`src/rtl/imem_loader_pkg.sv`:
```
// Shared types for the boot image loader: FSM states, frame geometry, byte/word types.
// Latency: n/a (types and constants only).
// Backpressure: n/a.
package imem_loader_pkg;

    typedef enum logic [2:0] {
        HDR_LO,
        HDR_HI,
        DATA,
        WRITE,
        CSUM,
        DONE,
        ERR
    } state_t;

    localparam int HDR_BYTES      = 2;
    localparam int BYTES_PER_WORD = 4;

    typedef logic [7:0]  byte_t;
    typedef logic [31:0] word_t;

    // States in which the loader is willing to take a byte from the link.
    function automatic logic rx_open(input state_t s);
        return (s == HDR_LO) || (s == HDR_HI) || (s == DATA) || (s == CSUM);
    endfunction

endpackage

```
`src/rtl/imem_loader_word_packer.sv`:
```
// Packs LSB-first bytes into 32-bit words; word_vld pulses combinationally with the 4th byte.
// Latency: 0 cycles from 4th byte to word_vld/word_dat.
// Backpressure: none; the caller only presents bytes it has already accepted.
module word_packer
    import imem_loader_pkg::*;
(
    input  logic        clk,
    input  logic        rst,
    input  logic        i_clear,
    input  logic        i_byte_vld,
    input  logic [7:0]  i_byte_dat,
    output logic        o_word_vld,
    output logic [31:0] o_word_dat
);

    logic [1:0]  r_cnt;
    logic [23:0] r_sh;

    assign o_word_vld = i_byte_vld && (r_cnt == 2'(BYTES_PER_WORD - 1));
    assign o_word_dat = {i_byte_dat, r_sh};

    // Bytes enter at the top so the first byte ends up in the low lane.
    always_ff @(posedge clk or negedge rst) begin
        if (!rst) begin
            r_cnt <= 2'd0;
            r_sh  <= 24'd0;
        end else if (i_clear) begin
            r_cnt <= 2'd0;
            r_sh  <= 24'd0;
        end else if (i_byte_vld) begin
            r_cnt <= r_cnt + 2'd1;
            r_sh  <= {i_byte_dat, r_sh[23:8]};
        end
    end

endmodule

```
`src/rtl/imem_loader.sv`:
```
// Boot loader: byte frame (16-bit count + words) -> i_mem writes, CPU held in reset until done; IMEM_LOADER_CSUM_EN adds a trailing XOR byte.
// Latency: write strobe 1 cycle after a word's 4th byte; CPU reset drops 1 cycle after the last write.
// Backpressure: o_rx_ready low during WRITE/DONE/ERR; bytes offered then are left on the link.
module imem_loader
    import imem_loader_pkg::*;
#(
    parameter int                ADDR_W      = 32,
    parameter int                DEPTH_WORDS = 1024,
    parameter logic [ADDR_W-1:0] BASE_ADDR   = '0,
    parameter int                TIMEOUT_CYC = 1_000_000
) (
    input  logic              clk,
    input  logic              rst,
    input  logic              i_rx_valid,
    input  logic [7:0]        i_rx_data,
    output logic              o_rx_ready,
    input  logic              i_reload,
    output logic              o_im_we,
    output logic [ADDR_W-1:0] o_im_addr,
    output logic [31:0]       o_im_wd,
    output logic              o_cpu_rst,
    output logic              o_done,
    output logic              o_err
);

    localparam int IDX_W = $clog2(DEPTH_WORDS) + 1;
    localparam int TO_W  = (TIMEOUT_CYC > 1) ? $clog2(TIMEOUT_CYC + 1) : 1;
    localparam int N_W   = 8 * HDR_BYTES;

    state_t           r_state;
    state_t           w_nxt;
    byte_t            r_cnt_lo;
    logic [N_W-1:0]   r_n;
    logic [IDX_W-1:0] r_index;
    logic [TO_W-1:0]  r_idle;
    logic             r_rx_ready;
    logic             r_im_we;
    logic             r_cpu_rst;
    logic             r_done;
    logic             r_err;
    word_t            r_im_wd;

    logic             w_acc;
    logic             w_word_vld;
    word_t            w_word;
    logic             w_clear;
    logic             w_counting;
    logic             w_timeout;
    logic             w_last;
    logic [N_W-1:0]   w_n;
    logic             w_csum_ok;

    assign w_acc      = i_rx_valid && r_rx_ready;
    assign w_n        = {i_rx_data, r_cnt_lo};
    assign w_last     = (32'(r_index) + 32'd1) == 32'(r_n);
    assign w_counting = (r_state == HDR_HI) || (r_state == DATA) || (r_state == CSUM);
    assign w_timeout  = (TIMEOUT_CYC != 0) && w_counting && !w_acc &&
                        ((32'(r_idle) + 32'd1) >= 32'(TIMEOUT_CYC));

    // A partial word must not leak into the next frame or survive an abort.
    assign w_clear = ((w_nxt == HDR_LO) && (r_state != HDR_LO)) ||
                     ((w_nxt == ERR) && (r_state != ERR));

    word_packer u_packer (
        .clk        (clk),
        .rst        (rst),
        .i_clear    (w_clear),
        .i_byte_vld (w_acc && (r_state == DATA)),
        .i_byte_dat (i_rx_data),
        .o_word_vld (w_word_vld),
        .o_word_dat (w_word)
    );

`ifdef IMEM_LOADER_CSUM_EN
    byte_t r_xor;

    always_ff @(posedge clk or negedge rst) begin
        if (!rst) begin
            r_xor <= 8'd0;
        end else if ((r_state == DONE) && i_reload) begin
            r_xor <= 8'd0;
        end else if ((r_state == DATA) && w_acc) begin
            r_xor <= r_xor ^ i_rx_data;
        end
    end

    assign w_csum_ok = (i_rx_data == r_xor);
`else
    assign w_csum_ok = 1'b0;
`endif

    always_comb begin
        w_nxt = r_state;
        unique case (r_state)
            HDR_LO: begin
                if (w_acc) w_nxt = HDR_HI;
            end
            HDR_HI: begin
                if (w_acc) begin
                    if (w_n == '0)                              w_nxt = DONE;
                    else if (32'(w_n) > 32'(DEPTH_WORDS))       w_nxt = ERR;
                    else                                        w_nxt = DATA;
                end else if (w_timeout) begin
                    w_nxt = ERR;
                end
            end
            DATA: begin
                if (w_word_vld)     w_nxt = WRITE;
                else if (w_timeout) w_nxt = ERR;
            end
            WRITE: begin
`ifdef IMEM_LOADER_CSUM_EN
                w_nxt = w_last ? CSUM : DATA;
`else
                w_nxt = w_last ? DONE : DATA;
`endif
            end
`ifdef IMEM_LOADER_CSUM_EN
            CSUM: begin
                if (w_acc)          w_nxt = w_csum_ok ? DONE : ERR;
                else if (w_timeout) w_nxt = ERR;
            end
`endif
            DONE: begin
                if (i_reload) w_nxt = HDR_LO;
            end
            ERR: begin
                w_nxt = ERR;
            end
            default: begin
                w_nxt = ERR;
            end
        endcase
    end

    // Outputs are registered from the next state so they line up with r_state.
    always_ff @(posedge clk or negedge rst) begin
        if (!rst) begin
            r_state    <= HDR_LO;
            r_rx_ready <= 1'b1;
            r_im_we    <= 1'b0;
            r_cpu_rst  <= 1'b1;
            r_done     <= 1'b0;
            r_err      <= 1'b0;
            r_im_wd    <= '0;
            r_index    <= '0;
            r_cnt_lo   <= '0;
            r_n        <= '0;
            r_idle     <= '0;
        end else begin
            r_state    <= w_nxt;
            r_rx_ready <= rx_open(w_nxt);
            r_im_we    <= (w_nxt == WRITE);
            r_cpu_rst  <= (w_nxt != DONE);
            r_done     <= (w_nxt == DONE);
            r_err      <= (w_nxt == ERR);

            r_idle <= (w_acc || !w_counting) ? '0 : r_idle + 1'b1;

            if ((r_state == HDR_LO) && w_acc) r_cnt_lo <= i_rx_data;
            if ((r_state == HDR_HI) && w_acc) r_n      <= w_n;
            if (w_word_vld)                   r_im_wd  <= w_word;

            if (r_state == WRITE)                    r_index <= r_index + 1'b1;
            else if ((r_state == DONE) && i_reload)  r_index <= '0;
        end
    end

    assign o_rx_ready = r_rx_ready;
    assign o_im_we    = r_im_we;
    assign o_im_addr  = BASE_ADDR + ADDR_W'({r_index, 2'b00});
    assign o_im_wd    = r_im_wd;
    assign o_cpu_rst  = r_cpu_rst;
    assign o_done     = r_done;
    assign o_err      = r_err;

endmodule

```
`config.mk`:
```
export PLATFORM = sky130hd
export DESIGN_NAME = imem_loader
export DESIGN_NICKNAME = d
export VERILOG_FILES = /design/src/rtl/imem_loader_pkg.sv /design/src/rtl/imem_loader_word_packer.sv /design/src/rtl/imem_loader.sv
export SDC_FILE = /design/constraint.sdc
export NUM_CORES = 1
export LEC_CHECK = 0
export CAP_MARGIN = 40
export CELL_PAD_IN_SITES_DETAIL_PLACEMENT = 2
export CELL_PAD_IN_SITES_GLOBAL_PLACEMENT = 2
export CORE_ASPECT_RATIO = 0.6
export CORE_UTILIZATION = 36
export DETAILED_ROUTE_END_ITERATION = 8
export GPL_TIMING_DRIVEN = 0
export HOLD_SLACK_MARGIN = 0.02
export PLACE_DENSITY_LB_ADDON = 0.3
export REMOVE_ABC_BUFFERS = 1
export SETUP_SLACK_MARGIN = 0.2
export SLEW_MARGIN = 0
export SYNTH_ARGS = -nofsm -noshare
export SYNTH_HDL_FRONTEND = slang
export SYNTH_SLANG_ARGS = --single-unit
```
`constraint.sdc`:
```
create_clock -name clk -period 3.15 [get_ports clk]
set_clock_uncertainty 0.15 [all_clocks]
set_input_delay 0.315 -clock clk [delete_from_list [all_inputs] [get_ports clk]]
set_output_delay 0.315 -clock clk [all_outputs]
set_load 0.02 [all_outputs]
```
---- After elaboration in Yosys (flattened, before gate mapping) ----
Index checks and enable logic that the tools add are counted.
W data, S select, Z words.
storage, ports and cells
  flip-flop bits (word level) ............. 121
  bits of input ports ..................... 12
  output and inout port bits .............. 69
cells by class
  add/subtract/negate cells ............... 5
  magnitude comparators ................... 2
  muxes and demuxes ....................... 16
  equal/unequal tests ..................... 15
  reduce and logical (&&, ||, !) cells .... 25
operators with widths
  kind                     number
  $mux W24                 2
  $mux W3                  8
  $mux W11                 2
  $add A20 B1 Y21 const B  1
  $ge A21 B20 Y1 const B   1
  $add A20 B1 Y20 const B  1
  $mux W20                 1
  $eq A12 B16 Y1           1
  $gt A16 B11 Y1 const B   1
  $logic_not A16 Y1        1
  $eq A3 B3 Y1 const B     5
  $pmux W3 S5              1
  $add A11 B1 Y12 const B  1
  $eq A3 B2 Y1 const B     4
  $add A11 B1 Y11 const B  1
  $logic_and A1 B1 Y1      10
  $logic_or A1 B1 Y1       7
  $eq A3 B1 Y1 const B     2
  $logic_not A3 Y1         2
  $ne A3 B3 Y1 const B     2
  $mux W2                  2
  $reduce_bool A2 Y1       2
  $reduce_bool A3 Y1       1
  $add A2 B1 Y2 const B    1
  2 further kinds          3

---- Longest topological paths before layout ----
  depth in word-level cells ............... 12
  gate-level depth with buffers ........... 13

---- By module ----
Synthesis repeated with hierarchy kept, for this count alone.
unflattened totals
  cells, all modules ...................... 536
  area total of the unflattened synthesis .. 5,974.5 um2
by module, submodules not included
  module       cells an instance  times used  area an instance (um2)
  imem_loader  442                1           4,820.9
  word_packer  94                 1           1,153.6

---- Worst setup path before layout ----
No wires, ideal clock.
  path type ............................... reg2reg
  from .................................... register r_index[0]
  to ...................................... register u_packer.r_sh[10]
  setup slack ............................. 159 ps
  required time ........................... 2,884 ps
  stages on the path, launching flop included .. 14
  arrival time ............................ 2,725 ps
  clock period less this slack ............ 2,991 ps
  path through ............................ dfrtp_1 ha_1 buf_2 and4_1 buf_2 nand2_1 xnor2_1 a211oi_1 nand3b_1 o31ai_1 a32oi_1 a211oi_4 buf_6 nor2_1
between the ends
  word-level cells in the longest chain between the ends .. 8
  elaborated cells on any way between the ends .. 11
  those cells by class .................... add/sub: 1; eq/ne: 2; mux: 3; reduce/logical: 5
ends and longest elaborated chain
  element                                           line                                  text
  start, declared                                   imem_loader.sv:34                     logic [IDX_W-1:0] r_index;
  start signal, assigned                            imem_loader.sv:164                    if (r_state == WRITE) r_index <= r_index + 1'b1;
  $add A11 B1 Y12 *                                 imem_loader.sv:55                     assign w_last = (32'(r_index) + 32'd1) == 32'(r_n);
  $eq A12 B16 Y1 *                                  imem_loader.sv:55
  $mux W3 *                                         imem_loader.sv:115                    w_nxt = w_last ? DONE : DATA;
  $pmux W3 S5 *                                     imem_loader.sv:94                     unique case (r_state)
  $eq A3 B3 Y1 or $logic_not A3 Y1 (tied branches)  imem_loader.sv:62, imem_loader.sv:61
  $logic_and A1 B1 Y1, on equally long branches     imem_loader.sv:62, imem_loader.sv:61
  $logic_or A1 B1 Y1 *                              imem_loader.sv:61                     assign w_clear = ((w_nxt == HDR_LO) && (r_state != HDR_LO)) ||
  $mux W24 or $reduce_bool A2 Y1 (tied branches)    -
  end signal, assigned                              imem_loader_word_packer.sv:32         r_sh <= {i_byte_dat, r_sh[23:8]};
  end, declared                                     imem_loader_word_packer.sv:17         logic [23:0] r_sh;
Every way passes the cells marked *; elsewhere a longest branch is shown, timed or not.
A chain may end at the register's enable or synchronous reset.

---- Worst setup path in the final report ----
  from .................................... register r_n[13]
  to ...................................... register u_packer.r_sh[23]
between the ends
  word-level cells in the longest chain between the ends .. 7
  elaborated cells on any way between the ends .. 10
  those cells by class .................... eq/ne: 2; mux: 3; reduce/logical: 5
ends and longest elaborated chain
  element                                           line                                  text
  start, declared                                   imem_loader.sv:33                     logic [N_W-1:0] r_n;
  start signal, assigned                            imem_loader.sv:161                    if ((r_state == HDR_HI) && w_acc) r_n <= w_n;
  $eq A12 B16 Y1 *                                  imem_loader.sv:55
  $mux W3 *                                         imem_loader.sv:115
  $pmux W3 S5 *                                     imem_loader.sv:94
  $eq A3 B3 Y1 or $logic_not A3 Y1 (tied branches)  imem_loader.sv:62, imem_loader.sv:61
  $logic_and A1 B1 Y1, on equally long branches     imem_loader.sv:62, imem_loader.sv:61
  $logic_or A1 B1 Y1 *                              imem_loader.sv:61
  $mux W24 or $reduce_bool A2 Y1 (tied branches)    -
Marks and branches as above.

==> results.json <==
{
  "crit_path_start_kind": "flop",
  "viasPerCell": 5.36,
  "rows": 36,
  "crit_type": "reg -> reg",
  "crit_family": "simple AND/OR/NAND/NOR gates",
  "critPathMaxStageDelay_ps": 600,
  "ys_warn_count": 0,
  "yosys-top-cells-count": "119 x dfrtp_1, 79 x mux2_2, 61 x nor2_1",
  "track_usage": 0.234,
  "routabilityCongestion": 0.799,
  "p_total_uw": 3730,
  "area_growth_pct": 29.8,
  "grt_max_degree": 69,
  "setup_viol": 27,
  "numPortBuffers": 59,
  "drtAntennaViolNets": 0,
  "fin_crit_ps": 3280,
  "finalCritPeriodShare": 1.04,
  "drt_iter0_markers": 218,
  "synth_edf_count": 0,
  "synthArstFlopShare": 1.00,
  "drive_gt1_frac": 0.306,
  "wl_um": 20800,
  "htree_levels": 4,
  "core_sq_mm": 0.0164,
  "ys_seq_elements": 121,
  "wire_per_inst_um": 23.3,
  "synth_top_area_frac": 0.487,
  "arrival_ps": 3440,
  "route.detailed.drc": 0,
  "cts.clk_slew.worst_paths_ps": 60,
  "crit_path_end_kind": "flop",
  "yosys.cell_count.top_type": "dfrtp_1",
  "cts_root_buffer": "clkbuf_16",
  "grt.overflow.total": 0,
  "max_slew_margin": 0.485,
  "worstMarginPinSlew_ps": 770,
  "grt_pass1_vias": 5290,
  "violations": "negative setup slack",
  "syn_area_sq_mm": 0.00611,
  "die-area_sq_mm": 0.0175,
  "ir_drop_uv": 295,
  "num_vias": 4795,
  "status": "finished, violations left",
  "initial_utilization": 0.373,
  "max_freq_mhz": 304,
  "rsz0062_at_grt": "yes",
  "slowest_stage": "or4_4",
  "num-nets-final": 669,
  "finalHoldViolations": 0,
  "antenna_found_initial": 0,
  "worstPathCellList": "or4_4, a2111oi_4, o2111ai_2, nor3_2, nand3b_1, o31ai_4, a32oi_2, a211oi_4, buf_6, buf_8, nor2_1",
  "cts_num_sinks": 121,
  "n_fill_cell": 1653,
  "worst-path-max-fanout": 10,
  "synth.avg_cell_area_sq_um": 10.6,
  "die_h_um": 103,
  "hold_path.class": "in -> async",
  "ys_types": 54,
  "p_leak_uw": 0.00354,
  "num_io_pins": 81,
  "dr.pass1.iters": 4,
  "synthTopCellsByArea": "dfrtp_1 49%, mux2_2 15%, nor2_1 3.7%, nand2_1 3.5%, xor2_1 2.9%",
  "setup_slack_ps": -134,
  "n_antenna_cell": 0,
  "clockBufferDepth": 2,
  "maxCapViolCount": 0,
  "tritoncts": "yes",
  "place_hpwl_um": 11800,
  "power_density_mw_per_mm2": 470,
  "die_x_um": 170,
  "clkLatencyLatePin_ps": 430,
  "synth_seq_area_share": 0.496,
  "timing.hold.ws_ps": 268,
  "cp.required_ps": 3310,
  "drv_slew": 0,
  "grt_pass1_wl_um": 30500,
  "ys.flop_type": "dfrtp_1",
  "crit_buf_inv": 2,
  "numCtsBuffers": 17,
  "synthCells": 578,
  "synth_largest_area_cell": "dfrtp_1"
}
-- through the flow --
stage | std cells | TNS [ps] | setup WS [ps] | util | instance area, sq um
final | 894 | -2620 | -134 | 0.484 | 7930
after floorplan | 544 | -65790 | -1630 | - | 5870
after global placement | 831 | -559110 | -3760 | 0.412 | 6750
after detailed placement | 840 | -26190 | -850 | 0.418 | 6850
after CTS | 885 | -14.0 | -14.0 | 0.473 | 7760
after global routing | 894 | -4070 | -186 | 0.484 | 7930
-- state kept, by name, indices dropped and copies added (netlist names), 2 cells and up --
name / flops
o_im_wd: 32
u_packer.r_sh: 24
r_idle: 20
r_n: 16
r_index: 11
r_cnt_lo: 8
r_state: 3
u_packer.r_cnt: 2
-- logic make-up (layout without fill, tap and decap cells) --
| logic type | Yosys count | in the layout | synth area share |
|---|---|---|---|
| other cells | 1 | 21 | 0.000614 |
| buf+inv | 63 | 131 | 0.0569 |
| xor+xnor | 37 | 37 | 0.0530 |
| mux | 80 | 80 | 0.147 |
| flops | 121 | 121 | 0.496 |
| compound gates | 71 | 71 | 0.0778 |
| fa+ha+maj | 4 | 4 | 0.00819 |
| simple gates | 201 | 201 | 0.160 |
-- worst paths after layout --
kind,start,cells after the start,to,slack [ps]
worst max-delay path,r_n[13]$_DFFE_PN0P_,11,u_packer.r_sh[23]$_DFFE_PN0P_,-130
worst min-delay path,rst,2,r_idle[3]$_DFF_PN0_,270
worst max register to register,r_n[13]$_DFFE_PN0P_,11,u_packer.r_sh[23]$_DFFE_PN0P_,-130
worst min register to register,o_im_wd[24]$_DFFE_PN0P_,1,o_im_wd[24]$_DFFE_PN0P_,350
max in group asynchronous,rst,3,r_index[3]$_DFFE_PN0P_,1830
min in group clk,o_im_wd[24]$_DFFE_PN0P_,1,o_im_wd[24]$_DFFE_PN0P_,350
-- power by group --
part	switching (uW)	internal, uW	total (uW)
sequential	0	1550	1550
combinational	69.7	17.9	87.6
clock	820	1270	2090
total	890	2840	3730
-- cell usage in the layout, fill, tap and decap left out, types with 9 or more instances in the layout --
master,n
clkbuf_16,17
nand3_1,18
o21ai_0,23
dfrtp_1,108
conb_1,21
buf_4,24
mux2_2,79
clkdlybuf4s50_1,58
nor3_1,9
inv_1,9
nor2_1,50
xnor2_1,17
dfrtp_2,10
xor2_1,20
nand4_1,9
nand2_1,54
-- metal layers --
metal  part of all wire  track usage  vias up
met5                  0            0        -
met4              0.025       0.0936        0
met3              0.038       0.0472       41
met2               0.49        0.393      131
met1               0.45        0.301     2490
li1                   -            -     2133
-- area by class of cell --
type | instances | area, sq um | area share
clock buffers | 18 | 429 | 0.0541
clock inverters | 14 | 186 | 0.0235
flip-flops and latches | 121 | 3050 | 0.384
well taps | 228 | 285 | 0.0360
repair buffers | 90 | 895 | 0.113
inverters | 9 | 33.8 | 0.00426
multi-input cells | 414 | 3050 | 0.385
-- timing repair --
item	CTS	global route
endpoints found under the setup margin	65	33
buffers inserted	11	9
endpoints found under the hold margin	51	0
resized for setup	52	27
gates cloned	1	0
pin swaps	11	7
hold buffers	1	0
(Power assumes the default switching activity.)
